--- config.mk ---
export PLATFORM = sky130hd
export DESIGN_NAME = hex_word_entry
export DESIGN_NICKNAME = d
export VERILOG_FILES = /design/src/rtl/hex_word_entry_pkg.sv /design/src/rtl/key_debouncer.sv /design/src/rtl/hex_word_entry.sv
export SDC_FILE = /design/constraint.sdc
export NUM_CORES = 1
export LEC_CHECK = 0
export ABC_AREA = 0
export BUFFER_PORTS_ARGS = -buffer_cell sky130_fd_sc_hd__buf_2
export CORE_AREA = 5 5 126 128
export CTS_BUF_LIST = sky130_fd_sc_hd__clkbuf_2
export CTS_CLUSTER_DIAMETER = 100
export DETAILED_ROUTE_END_ITERATION = 8
export DIE_AREA = 0 0 131 133
export GPL_TIMING_DRIVEN = 0
export SYNTH_ARGS = -nofsm -noshare
export SYNTH_HDL_FRONTEND = slang
export SYNTH_SLANG_ARGS = --single-unit
--- constraint.sdc ---
create_clock -name CLOCK_50 -period 4 [get_ports CLOCK_50]
set_input_delay 1 -clock CLOCK_50 [delete_from_list [all_inputs] [get_ports CLOCK_50]]
set_output_delay 1 -clock CLOCK_50 [all_outputs]
set_load 0.005 [all_outputs]
--- src/rtl/hex_word_entry_pkg.sv ---
// Shared types and helpers for the operator hex-word entry path.
// Defines the entry FSM state type and the wrapping cursor decrement.
package debug_io_pkg;

  typedef enum logic {
    EDIT  = 1'b0,
    OFFER = 1'b1
  } entry_state_t;

  localparam int NIBBLE_W    = 4;
  localparam int SYNC_STAGES = 2;

  // Cursor moves toward the LSB nibble and wraps from 0 back to the MSB nibble.
  function automatic int unsigned cursor_dec(input int unsigned cursor,
                                             input int unsigned nibbles);
    return (cursor == 0) ? (nibbles - 1) : (cursor - 1);
  endfunction

endpackage

--- src/rtl/key_debouncer.sv ---
// Synchronizer plus counting debouncer for one raw active-low pushbutton.
// level is the debounced pressed state; press_pulse fires once per accepted press.
module key_debouncer
  import debug_io_pkg::*;
#(
  parameter int DEBOUNCE_CYCLES = 500000
) (
  input  logic CLOCK_50,
  input  logic reset,
  input  logic raw_n,
  output logic level,
  output logic press_pulse
);

  localparam int CNT_W = $clog2(DEBOUNCE_CYCLES + 1);

  logic [SYNC_STAGES-1:0] sync_q, sync_d;
  logic [CNT_W-1:0]       cnt_q, cnt_d;
  logic                   level_q, level_d;
  logic                   pulse_q, pulse_d;
  logic                   synced;

  // NOTE: every signal gets a default before any branch, so no latch can be inferred.
  always_comb begin
    sync_d  = {sync_q[SYNC_STAGES-2:0], ~raw_n};
    synced  = sync_q[SYNC_STAGES-1];
    level_d = level_q;
    cnt_d   = '0;
    pulse_d = 1'b0;
    // Accept the new level only after the count has already reached the limit.
    if (synced != level_q) begin
      if (cnt_q == CNT_W'(DEBOUNCE_CYCLES)) begin
        level_d = synced;
        pulse_d = synced;
      end else begin
        cnt_d = cnt_q + CNT_W'(1);
      end
    end
  end

  // NOTE: sequential state uses non-blocking assignments so every flop samples pre-edge values.
  always_ff @(posedge CLOCK_50 or posedge reset) begin
    if (reset) begin
      sync_q  <= '0;
      cnt_q   <= '0;
      level_q <= 1'b0;
      pulse_q <= 1'b0;
    end else begin
      sync_q  <= sync_d;
      cnt_q   <= cnt_d;
      level_q <= level_d;
      pulse_q <= pulse_d;
    end
  end

  assign level       = level_q;
  assign press_pulse = pulse_q;

endmodule

--- src/rtl/hex_word_entry.sv ---
// Pushbutton-driven hex word editor with a valid/ready commit port.
// Optional inc auto-repeat is enabled by defining HEX_ENTRY_AUTOREPEAT_EN.
module hex_word_entry
  import debug_io_pkg::*;
#(
  parameter int NIBBLES         = 6,
  parameter int DEBOUNCE_CYCLES = 500000,
  parameter int REPEAT_CYCLES   = 12500000
) (
  input  logic                          CLOCK_50,
  input  logic                          reset,
  input  logic                          key_inc_n,
  input  logic                          key_next_n,
  input  logic                          key_commit_n,
  output logic [NIBBLE_W*NIBBLES-1:0]   word_o,
  output logic [$clog2(NIBBLES)-1:0]    cursor_o,
  output logic                          out_valid,
  input  logic                          out_ready,
  output logic [NIBBLE_W*NIBBLES-1:0]   out_data,
  output logic                          busy
);

  localparam int WORD_W = NIBBLE_W * NIBBLES;
  localparam int CUR_W  = $clog2(NIBBLES);

  logic inc_level, next_level, commit_level;
  logic inc_press, next_press, commit_press;
  logic inc_evt;

  entry_state_t      state_q, state_d;
  logic [WORD_W-1:0] word_q, word_d;
  logic [WORD_W-1:0] data_q, data_d;
  logic [CUR_W-1:0]  cursor_q, cursor_d;
  logic              valid_q, valid_d;

  key_debouncer #(.DEBOUNCE_CYCLES(DEBOUNCE_CYCLES)) u_key_inc (
    .CLOCK_50    (CLOCK_50),
    .reset       (reset),
    .raw_n       (key_inc_n),
    .level       (inc_level),
    .press_pulse (inc_press)
  );

  key_debouncer #(.DEBOUNCE_CYCLES(DEBOUNCE_CYCLES)) u_key_next (
    .CLOCK_50    (CLOCK_50),
    .reset       (reset),
    .raw_n       (key_next_n),
    .level       (next_level),
    .press_pulse (next_press)
  );

  key_debouncer #(.DEBOUNCE_CYCLES(DEBOUNCE_CYCLES)) u_key_commit (
    .CLOCK_50    (CLOCK_50),
    .reset       (reset),
    .raw_n       (key_commit_n),
    .level       (commit_level),
    .press_pulse (commit_press)
  );

`ifdef HEX_ENTRY_AUTOREPEAT_EN
  localparam int REP_W = $clog2(REPEAT_CYCLES + 1);

  logic [REP_W-1:0] rep_q, rep_d;
  logic             rep_fire;
  logic             unused_levels;

  // Counter is 0 in the press-event cycle, so a fire at REPEAT_CYCLES lands one period later.
  always_comb begin
    rep_fire = inc_level && (state_q == EDIT) && (rep_q == REP_W'(REPEAT_CYCLES));
    rep_d    = '0;
    if (inc_level && (state_q == EDIT)) begin
      rep_d = rep_fire ? REP_W'(1) : rep_q + REP_W'(1);
    end
    inc_evt = inc_press | rep_fire;
  end

  always_ff @(posedge CLOCK_50 or posedge reset) begin
    if (reset) begin
      rep_q <= '0;
    end else begin
      rep_q <= rep_d;
    end
  end

  assign unused_levels = next_level ^ commit_level;
`else
  localparam int unused_repeat_cycles = REPEAT_CYCLES;
  logic unused_levels;

  assign inc_evt       = inc_press;
  assign unused_levels = inc_level ^ next_level ^ commit_level;
`endif

  always_comb begin
    state_d  = state_q;
    word_d   = word_q;
    data_d   = data_q;
    cursor_d = cursor_q;
    valid_d  = valid_q;
    unique case (state_q)
      EDIT: begin
        if (commit_press) begin
          data_d  = word_q;
          valid_d = 1'b1;
          state_d = OFFER;
        end else if (next_press) begin
          cursor_d = CUR_W'(cursor_dec(32'(cursor_q), NIBBLES));
        end else if (inc_evt) begin
          // Nibble wraps on its own; no carry into the neighbour.
          word_d[int'(cursor_q)*NIBBLE_W +: NIBBLE_W] =
            word_q[int'(cursor_q)*NIBBLE_W +: NIBBLE_W] + NIBBLE_W'(1);
        end
      end
      OFFER: begin
        if (valid_q && out_ready) begin
          valid_d  = 1'b0;
          cursor_d = CUR_W'(NIBBLES - 1);
          state_d  = EDIT;
        end
      end
      default: state_d = EDIT;
    endcase
  end

  always_ff @(posedge CLOCK_50 or posedge reset) begin
    if (reset) begin
      state_q  <= EDIT;
      word_q   <= '0;
      data_q   <= '0;
      cursor_q <= CUR_W'(NIBBLES - 1);
      valid_q  <= 1'b0;
    end else begin
      state_q  <= state_d;
      word_q   <= word_d;
      data_q   <= data_d;
      cursor_q <= cursor_d;
      valid_q  <= valid_d;
    end
  end

  assign word_o    = word_q;
  assign cursor_o  = cursor_q;
  assign out_valid = valid_q;
  assign out_data  = data_q;
  assign busy      = (state_q == OFFER);

endmodule

==> results.cfg, run 1 <==
[place]
port_buffers = 58
placed_area_um2 = 6256
place_hpwl_mm = 8.609
gp_congestion = 0.8353

[floorplan]
core_area_um2 = 14750
io_pins = 59
die_w_um = 131
rows = 45
die_h_um = 133
die_area_um2 = 17420
start_util_pct = 38.55

[sta]
max_freq_mhz = 364.4
finalHoldViolCount = 0
finalCritPeriodShare_pct = 68.61
fin_worst_skew_ns = 0.02404
rsz0062_at_grt = false
relSlewSlack_pct = 37.36
totalNegativeSetupSlack_ns = 0
tightest_slew_ns = 0.9376
period_needed_ns = 2.744
setup_viol = 0
drv_slew = 0

[global_route]
track_usage_pct = 14.67
grt_max_degree = 43
antenna_found_initial = 0
grt_pass1_vias = 4047
overflow = 0
grt_pass1_wl_mm = 20.37

[setup_path]
cp.required_ns = 4.57
r2r-end = word_o[0]$_DFFE_PP0P_
r2r_slack_ns = 1.26
startpoint_type = flop
reg2reg_depth = 8
r2r_start = cursor_o[0]$_DFFE_PP1P_
cp.arrival_ns = 3.32
cp-end-kind = flop
path_class = reg -> reg
crit_fanout = 10

[hold_path]
holdCritPathClass = reg -> reg
min_to = u_key_commit.sync_q[1]$_DFF_PP0_
min_from = u_key_commit.sync_q[0]$_DFF_PP0_
holdPathStages = 0

[clocking]
cts_buffers = 17
clk_latency_ns = 0.68
cts_tree = yes
cts_resized = 0
hold_buffers = 0
clkSinkCount = 122
clk_pin_slew_ns = 0.18
htree_num_levels = 4
clockBufferDepth = 2
cts-root-buf = clkbuf_2
postCtsSetupBuffers = 0

[detailed_routing]
routed_wl_mm = 11.94
vias = 4005
drtAntennaViolNets = 0
via_per_inst = 5.050
first_iter_violations = 207
wire_per_inst_um = 15.06
drc_errors = 0
drt-pass1-iter-count = 4

[synthesis]
synth.area.top_cells = dfrtp_1 53%, mux2_2 5.3%, nor2_1 4.7%
synth_area_per_cell_um2 = 11.09
synth-edff-count = 0
synth_area_leader_cell = dfrtp_1
synth-compound-area-share_pct = 3.806
yosysWarningCount = 0
ys_seq_area_share_pct = 53.73
synth_xor_area_share_pct = 8.471
yosys.area_share.simple_pct = 19.25
syn_nets = 532
synthArstFlopShare_pct = 100.0
synth-main-ff-cell = dfrtp_1
synth_top_area_share_pct = 52.81
syn_area_um2 = 5687
ys_seq_elements = 122
synthMuxAreaShare_pct = 8.515
synth.distinct_cells = 49
syn_inst = 513
synthAdderAreaFrac_pct = 2.860
synth_top_family_by_area = simple AND/OR/NAND/NOR gates

[pwr]
power_density_nw_per_um2 = 381.2
p_int_mw = 1.795
vdd_drop_max_v = 0.0002128
swShare_pct = 27.89
pwr-share-comb_pct = 13.3
p_sw_mw = 0.6940
report.power.total_mw = 2.489
leakage_nw = 3.117
clkPwrFrac_pct = 34.8
seq_power_share_pct = 52.0

[cells_and_area]
seqCellArea_um2 = 3055
multi_input_area_um2 = 2440
n_antenna_cell = 0
nets = 611
fin_util_pct = 44.25
final_cell_area_um2 = 6528
syn2layout_area_growth_pct = 14.79
layout-drive-gt1-share_pct = 23.64
nFillCells = 1392

[run]
maxCapViolCount = 0

[status]
outcome = complete, no violations
## worst max-delay path, stage by stage, from the launching register on
cell and delay (ns):
dfstp_2 0.63, buf_6 0.17, buf_6 0.15, inv_1 0.08, ha_1 0.24, ha_1 0.35, nand2b_1 0.20, nor4b_4 0.45
mux2_1 0.37
## routing by layer
layer / vias to the layer above / wire length (um) / track usage [%]
met5: - / 0 / 0
met3: 15 / 753 / 5.531
met2: 85 / 5592 / 22.21
li1: 1924 / - / -
met4: 0 / 133 / 4.000
met1: 1981 / 5464 / 19.73
## power by group through the flow
stage          Sequential [mW]  Clock [mW]  Combinational [mW]
6_report                  1.29       0.865               0.331
5_1_grt                   1.30       0.960               0.369
4_1_cts                   1.29       0.900               0.331
3_3_place_gp              1.31           0               0.319
2_1_floorplan             1.31           0               0.241
3_5_place_dp              1.32           0               0.332
## final cells by class
| cell class | instances | area share, % |
|---|---|---|
| buffer | 13 | 1.438 |
| inverter | 26 | 1.553 |
| sequential | 122 | 46.81 |
| timing repair buffer | 60 | 5.060 |
| clock buffer | 19 | 1.457 |
| clock inverter | 13 | 2.703 |
| tap | 188 | 3.604 |
| multi-input combinational | 352 | 37.38 |
## sequential cells by signal, indices dropped and copies added, names as in the netlist
signal                    count
out_data                     24
word_o                       24
u_key_commit.cnt_q           19
u_key_inc.cnt_q              19
u_key_next.cnt_q             19
cursor_o                      3
u_key_commit.sync_q           2
u_key_inc.sync_q              2
u_key_next.sync_q             2
busy                          1
out_valid                     1
u_key_commit.level            1
u_key_commit.press_pulse      1
u_key_inc.level               1
u_key_inc.press_pulse         1
u_key_next.level              1
u_key_next.press_pulse        1
## layout by cell type (no fill, tap or decap), types with 4 or more instances in the layout
| master | instances |
|---|---|
| inv_1 | 25 |
| nor4b_1 | 4 |
| o21ai_1 | 5 |
| nor3b_1 | 5 |
| o31ai_1 | 6 |
| buf_2 | 61 |
| dfrtp_1 | 120 |
| xnor2_1 | 26 |
| mux2_2 | 27 |
| clkinvlp_4 | 5 |
| a21oi_1 | 4 |
| nor3_1 | 8 |
| or4b_1 | 4 |
| ha_1 | 13 |
| nor2_1 | 71 |
| nand3_1 | 23 |
| bufinv_16 | 4 |
| xor2_1 | 29 |
| nand2_1 | 46 |
| and3_1 | 4 |
| nand4_1 | 14 |
| buf_6 | 4 |
| clkbuf_2 | 19 |
| o21ai_0 | 11 |
| and4_1 | 7 |
| mux2_1 | 4 |
| mux4_2 | 4 |
## Yosys cell counts, types with 3 or more instances
| cell | instances |
|---|---|
| o21ai_0 | 11 |
| mux2i_1 | 3 |
| nor4b_1 | 4 |
| buf_2 | 3 |
| o21ai_1 | 5 |
| nor4_1 | 3 |
| xor2_1 | 29 |
| nand4b_1 | 3 |
| and4_1 | 7 |
| nand4_1 | 14 |
| or3_1 | 3 |
| a21oi_1 | 4 |
| nor2_1 | 71 |
| dfrtp_1 | 120 |
| buf_6 | 4 |
| or4b_1 | 4 |
| xnor2_1 | 26 |
| nor3_1 | 8 |
| mux2_1 | 4 |
| nand3_1 | 23 |
| inv_1 | 26 |
| mux4_2 | 4 |
| o31ai_1 | 6 |
| nand2_1 | 46 |
| and3_1 | 4 |
| mux2_2 | 27 |
| nand2b_1 | 3 |
| nor3b_1 | 5 |
| buf_4 | 3 |
| ha_1 | 13 |
## worst max path at each step
| stage | startpoint | to | slack [ns] | cells past startpoint |
|---|---|---|---|---|
| 6_report | cursor_o[0]$_DFFE_PP1P_ | word_o[0]$_DFFE_PP0P_ | 1.26 | 8 |
| 5_1_grt | cursor_o[0]$_DFFE_PP1P_ | word_o[1]$_DFFE_PP0P_ | 1.12 | 8 |
| 4_1_cts | cursor_o[0]$_DFFE_PP1P_ | word_o[1]$_DFFE_PP0P_ | 1.24 | 8 |
| 3_5_place_dp | cursor_o[0]$_DFFE_PP1P_ | word_o[1]$_DFFE_PP0P_ | 1.28 | 8 |
| 3_3_place_gp | reset | word_o[7]$_DFFE_PP0P_ | 0.75 | 2 |
| 2_1_floorplan | reset | busy$_DFF_PP0_ | 1.50 | 1 |
## logic make-up (layout without fill, tap and decap cells)
family | after synthesis | in the layout
compound gates | 33 | 33
mux | 39 | 39
fa+ha+maj | 13 | 13
simple gates | 212 | 212
flops | 122 | 122
buf+inv | 39 | 131
xor+xnor | 55 | 55
## through the flow
step	instances	worst slack, ns	hold slack, ns
final	793	1.256	0.3711
after global routing	793	1.115	0.3192
after CTS	793	1.240	0.3631
after detailed placement	761	1.283	0.3347
after global placement	759	0.7454	0.3370
after floorplan	513	1.504	0.3312
Power figures use the tool's default switching activity.
==> run 2: changes to the inputs <==
clock period = 2.4 ns   (was 4 ns; I/O delays follow)
==> results.cfg, run 2 (same netlist as run 1, synthesis figures left out) <==
[detailed_routing]
routed_wl_mm = 11.87
wl_met3_um = 642
first_iter_violations = 217
vias = 3967
wl_met2_mm = 5.571
wire_per_inst_um = 14.78
drc_errors = 0
top_layer_used = met4
via_per_inst = 4.940
drt-pass1-iter-count = 6
m1WireLength_mm = 5.515
drtAntennaViolNets = 0

[sta]
worst_hold_slack_ns = 0.1327
fin_worst_skew_ns = 0.02575
finalCritPeriodShare_pct = 95.26
rsz0062_at_grt = false
relSlewSlack_pct = 57.61
max_freq_mhz = 437.4
setup_viol = 0
period_needed_ns = 2.286
tightest_slew_ns = 0.6358
drv_slew = 0
totalNegativeSetupSlack_ns = 0
finalHoldViolCount = 0

[global_route]
grt_pass1_wl_mm = 19.84
grt_max_degree = 35
antenna_found_initial = 0
track_usage_pct = 14.40
grt_pass1_vias = 3995
overflow = 0

[pwr]
swShare_pct = 28.73
power_density_nw_per_um2 = 605.8
clkPwrFrac_pct = 29.9
p_sw_mw = 1.156
vdd_drop_max_v = 0.0003666
seq_power_share_pct = 53.4
pwr-share-comb_pct = 16.7
leakage_nw = 3.154
p_int_mw = 2.866

[cells_and_area]
fin_util_pct = 45.00
syn2layout_area_growth_pct = 16.74
n_antenna_cell = 0
layout-drive-gt1-share_pct = 25.37
nets = 622
layout_common_cells = 120 x dfrtp_1, 71 x nor2_1, 61 x buf_2
final_common_cell = dfrtp_1

[setup_path]
startpoint = cursor_o[0]$_DFFE_PP1P_
path_class = reg -> reg
cp.required_ns = 3.00
cp.arrival_ns = 2.89
worstSetupEndpoint = word_o[21]$_DFFE_PP0P_
cp-end-kind = flop
crit_fanout = 6
startpoint_type = flop
r2r_slack_ns = 0.11
r2r-end = word_o[21]$_DFFE_PP0P_
worstPathCellList = buf_6 -> mux4_2 -> a22oi_4 -> inv_4 -> ha_4 -> inv_1 -> or2_4 -> o21ai_2
cp_slowest_cell = dfstp_2
r2r_start = cursor_o[0]$_DFFE_PP1P_
crit_path_max_incr_delay_ns = 0.58
reg2reg_depth = 8

[clocking]
cts_tree = yes
clockBufferDepth = 2
clk_latency_ns = 0.69
htree_num_levels = 4
cts-root-buf = clkbuf_2
cts_buffers = 17
clkSinkCount = 122
clk_pin_slew_ns = 0.17

[run]
maxCapViolCount = 0

[floorplan]
rows = 45
die_area_um2 = 17420
die_w_um = 131
core_area_um2 = 14750
io_pins = 59
start_util_pct = 38.55
die_h_um = 133

[place]
port_buffers = 58
gp_congestion = 0.7768
place_hpwl_mm = 8.646

[hold_path]
holdCritPathClass = in -> reg

[status]
outcome = complete, no violations
## run 2: cell types whose count changed in the layout (fill, tap and decap cells not counted), sizes merged
cell / previous run / this run
dlygate4sd3: 0 / 4
bufinv: 4 / 2
clkinvlp: 5 / 3
buf: 72 / 79
clkinv: 5 / 7
clkbuf: 20 / 21
## run 2: metrics by stage
stage	instances	setup WS (ns)	cell area, um2	total power [mW]
2_1_floorplan	513	0.008876	5703	2.605
3_3_place_gp	759	-0.4707	6228	2.746
6_report	803	0.1138	6639	4.022
5_1_grt	803	0.009916	6639	4.232
3_5_place_dp	762	-0.2587	6289	2.770
4_1_cts	803	0.01494	6611	4.032
## run 2: layout make-up
class / instances / area, um2
Buffer: 13 / 97.59
Clock buffer: 20 / 100.1
Clock inverter: 11 / 105.1
Fill cell: 1408 / 8113
Inverter: 26 / 103.9
Multi-Input combinational cell: 352 / 2506
Sequential cell: 122 / 3055
Tap cell: 188 / 235.2
Timing Repair Buffer: 71 / 435.4
## run 2: power groups by stage
| stage | clock (mW) | sequential (mW) | combinational [mW] |
|---|---|---|---|
| global route | 1.34 | 2.15 | 0.733 |
| floorplan | 0 | 2.18 | 0.426 |
| finish | 1.20 | 2.15 | 0.671 |
| CTS | 1.26 | 2.15 | 0.629 |
| detailed placement | 0 | 2.19 | 0.580 |
| global placement | 0 | 2.19 | 0.559 |
## run 2: routing by layer
metal | vias to the layer above | GRT usage [%]
met2 | 77 | 21.70
met4 | 0 | 3.771
met1 | 1939 | 19.34
li1 | 1937 | -
met3 | 14 | 5.733
met5 | - | 0
## run 2: how the worst min path moves through the flow
stage	startpoint	to	slack (ns)	cells after the start
6_report	out_ready	out_valid$_DFFE_PP0P_	0.13	2
5_1_grt	out_ready	out_valid$_DFFE_PP0P_	0.05	2
4_1_cts	out_ready	out_valid$_DFFE_PP0P_	0.07	2
3_5_place_dp	u_key_commit.sync_q[0]$_DFF_PP0_	u_key_commit.sync_q[1]$_DFF_PP0_	0.33	0
3_3_place_gp	u_key_commit.sync_q[0]$_DFF_PP0_	u_key_commit.sync_q[1]$_DFF_PP0_	0.34	0
2_1_floorplan	u_key_commit.sync_q[0]$_DFF_PP0_	u_key_commit.sync_q[1]$_DFF_PP0_	0.33	0
## run 2: critical path, delay by kind of cell, from the launching register on
family,cells,cell delay (ns)
flip-flops,1,0.58
multiplexers,1,0.54
AO/OA/AOI/OAI,2,0.31
adder cells (fa/ha/maj),1,0.27
AND/OR/NAND/NOR,1,0.26
buffers and inverters,3,0.25
## run 2: repair_timing
| action | 4_1_cts | 5_1_grt |
|---|---|---|
| pin swaps | 2 | 2 |
| hold buffers | 4 | 0 |
| setup endpoints to repair | 14 | 10 |
| gates resized for setup | 7 | 7 |
| setup buffers | 6 | 0 |
| hold endpoints to repair | 28 | 0 |
==> run 3: changes to the inputs <==
--- a/config.mk
+++ b/config.mk
@@ -8,10 +8,11 @@
 export ABC_AREA = 0
 export BUFFER_PORTS_ARGS = -buffer_cell sky130_fd_sc_hd__buf_2
-export CORE_AREA = 5 5 126 128
+export CORE_AREA = 5 5 115 117
 export CTS_BUF_LIST = sky130_fd_sc_hd__clkbuf_2
 export CTS_CLUSTER_DIAMETER = 100
 export DETAILED_ROUTE_END_ITERATION = 8
-export DIE_AREA = 0 0 131 133
+export DIE_AREA = 0 0 120 122
 export GPL_TIMING_DRIVEN = 0
+export PLACE_DENSITY = 0.69
 export SYNTH_ARGS = -nofsm -noshare
 export SYNTH_HDL_FRONTEND = slang
==> constraint.sdc (replaced) <==
create_clock -name CLOCK_50 -period 2.4 [get_ports CLOCK_50]
set_input_delay 0.48 -clock CLOCK_50 [delete_from_list [all_inputs] [get_ports CLOCK_50]]
set_output_delay 0.48 -clock CLOCK_50 [all_outputs]
set_load 0.005 [all_outputs]
==> results.cfg, run 3 (same netlist as run 1, synthesis figures left out) <==
[status]
outcome = finished, violations left
failed_checks = negative setup slack

[cells_and_area]
n_antenna_cell = 0
layout-drive-gt1-share_pct = 26.69
final_common_cell = dfrtp_1
syn2layout_area_growth_pct = 17.45
fin_util_pct = 54.47
seqCellArea_um2 = 3055
layout_common_cells = 120 x dfrtp_1, 71 x nor2_1, 60 x buf_2
nFillCells = 1087
nets = 629
final_cells = 772
multi_input_area_um2 = 2535

[clocking]
cts_buffers = 17
cts_tree = yes
clk_latency_ns = 0.70
clkSinkCount = 122
htree_num_levels = 4
clockBufferDepth = 2
clk_pin_slew_ns = 0.18
cts-root-buf = clkbuf_2

[setup_path]
crit_path_frequent_cell = ha_4
cp_slowest_cell = dfstp_2
startpoint_type = flop
worstPathCellList = buf_6 -> buf_8 -> clkinvlp_4 -> ha_4 -> ha_4 -> nand2b_4 -> nor4b_4 -> buf_4 -> mux2i_1
cp.arrival_ns = 3.03
cp.required_ns = 3.01
path_buf_inv = 4
path_class = reg -> reg
crit_path_max_incr_delay_ns = 0.60
cp-end-kind = flop
crit_fanout = 6
cp_top_family = flip-flops

[pwr]
leakage_nw = 3.196
report.power.total_mw = 4.067
vdd_drop_max_v = 0.0003053
power_density_nw_per_um2 = 609.0

[detailed_routing]
drt-pass1-iter-count = 4
wire_per_inst_um = 14.57
routed_wl_mm = 11.25
drtAntennaViolNets = 0
vias = 4034
via_per_inst = 5.225
first_iter_violations = 206
drc_errors = 0

[sta]
setup_viol = 1
max_freq_mhz = 413.0
totalNegativeSetupSlack_ns = -0.02132
fin_worst_skew_ns = 0.02526
period_needed_ns = 2.421
relSlewSlack_pct = 60.77
tightest_slew_ns = 0.5884
finalHoldViolCount = 0
fin_ws_ns = -0.02132
finalCritPeriodShare_pct = 100.9
drv_slew = 0
rsz0062_at_grt = true

[floorplan]
die_area_um2 = 14640
die_w_um = 120
start_util_pct = 46.38
rows = 41
core_area_um2 = 12260
io_pins = 59
die_h_um = 122

[global_route]
track_usage_pct = 16.11
grt_max_degree = 42
overflow = 0
grt_pass1_vias = 3858
grt_pass1_wl_mm = 18.57
antenna_found_initial = 0

[place]
place_hpwl_mm = 8.018
port_buffers = 58
gp_congestion = 0.8097
placedCellCount = 724

[run]
maxCapViolCount = 0

[hold_path]
holdCritPathClass = in -> async
## run 3: changes by cell type in the layout (fill, tap and decap cells not counted), moves of 2 or more
cell,previous run,this run
buf_4,9,16
clkinv_2,3,5
mux2_1,4,2
mux2_4,1,3
## run 3: path summary, 6_finish.rpt
check	slack (ns)	cells after the start	startpoint	endpoint
setup / recovery	-0.02	9	cursor_o[0]$_DFFE_PP1P_	word_o[2]$_DFFE_PP0P_
hold / removal	0.30	3	reset	u_key_inc.sync_q[0]$_DFF_PP0_
setup reg to reg	-0.02	9	cursor_o[0]$_DFFE_PP1P_	word_o[2]$_DFFE_PP0P_
hold reg to reg	0.37	0	u_key_commit.sync_q[0]$_DFF_PP0_	u_key_commit.sync_q[1]$_DFF_PP0_
max in group asynchronous	1.24	5	reset	cursor_o[0]$_DFFE_PP1P_
min in group CLOCK_50	0.37	0	u_key_commit.sync_q[0]$_DFF_PP0_	u_key_commit.sync_q[1]$_DFF_PP0_
## run 3: layer usage
metal	part of all wire [%]	GRT usage, %	wire, um	vias up
li1	-	-	-	1947
met1	45	20.15	5080	1990
met2	49	25.85	5516	80
met3	4.2	4.968	471	17
met4	1.6	7.230	180	0
met5	0	0	0	-
## run 3: repair_timing
| action | CTS | global route |
|---|---|---|
| endpoints found under the hold margin | 20 | 0 |
| pin swaps | 3 | 4 |
| endpoints found under the setup margin | 14 | 14 |
| hold buffers | 5 | 0 |
| buffers inserted | 4 | 8 |
| gates resized for setup | 10 | 11 |
## run 3: final cells by class
class	count	share of cell area, %
inverters	26	1.611
flip-flops and latches	122	45.75
clock inverters	12	1.611
plain buffers	13	1.499
repair buffers	78	7.344
well taps	150	2.810
multi-input cells	352	37.95
clock buffers	19	1.424
## run 3: power by group
group	total [mW]	leakage, nW	switching, mW	internal (mW)
sequential	2.15	1.67	0.0442	2.10
combinational	0.738	1.39	0.391	0.347
clock	1.18	0.133	0.725	0.456
## run 3: worst reg2reg max path: stages (launching register included)
cell,delay (ns)
dfstp_2,0.60
buf_6,0.14
buf_8,0.11
clkinvlp_4,0.12
ha_4,0.19
ha_4,0.23
nand2b_4,0.15
nor4b_4,0.42
buf_4,0.20
mux2i_1,0.19
## run 3: stage by stage
stage | area, um2 | hold slack, ns | setup slack [ns]
after global routing | 6679 | 0.2603 | -0.1093
after floorplan | 5703 | 0.3312 | 0.008876
final | 6679 | 0.2986 | -0.02132
after CTS | 6563 | 0.2489 | -0.001769
after detailed placement | 6241 | 0.3393 | -0.1962
after global placement | 6181 | 0.3344 | -0.2896
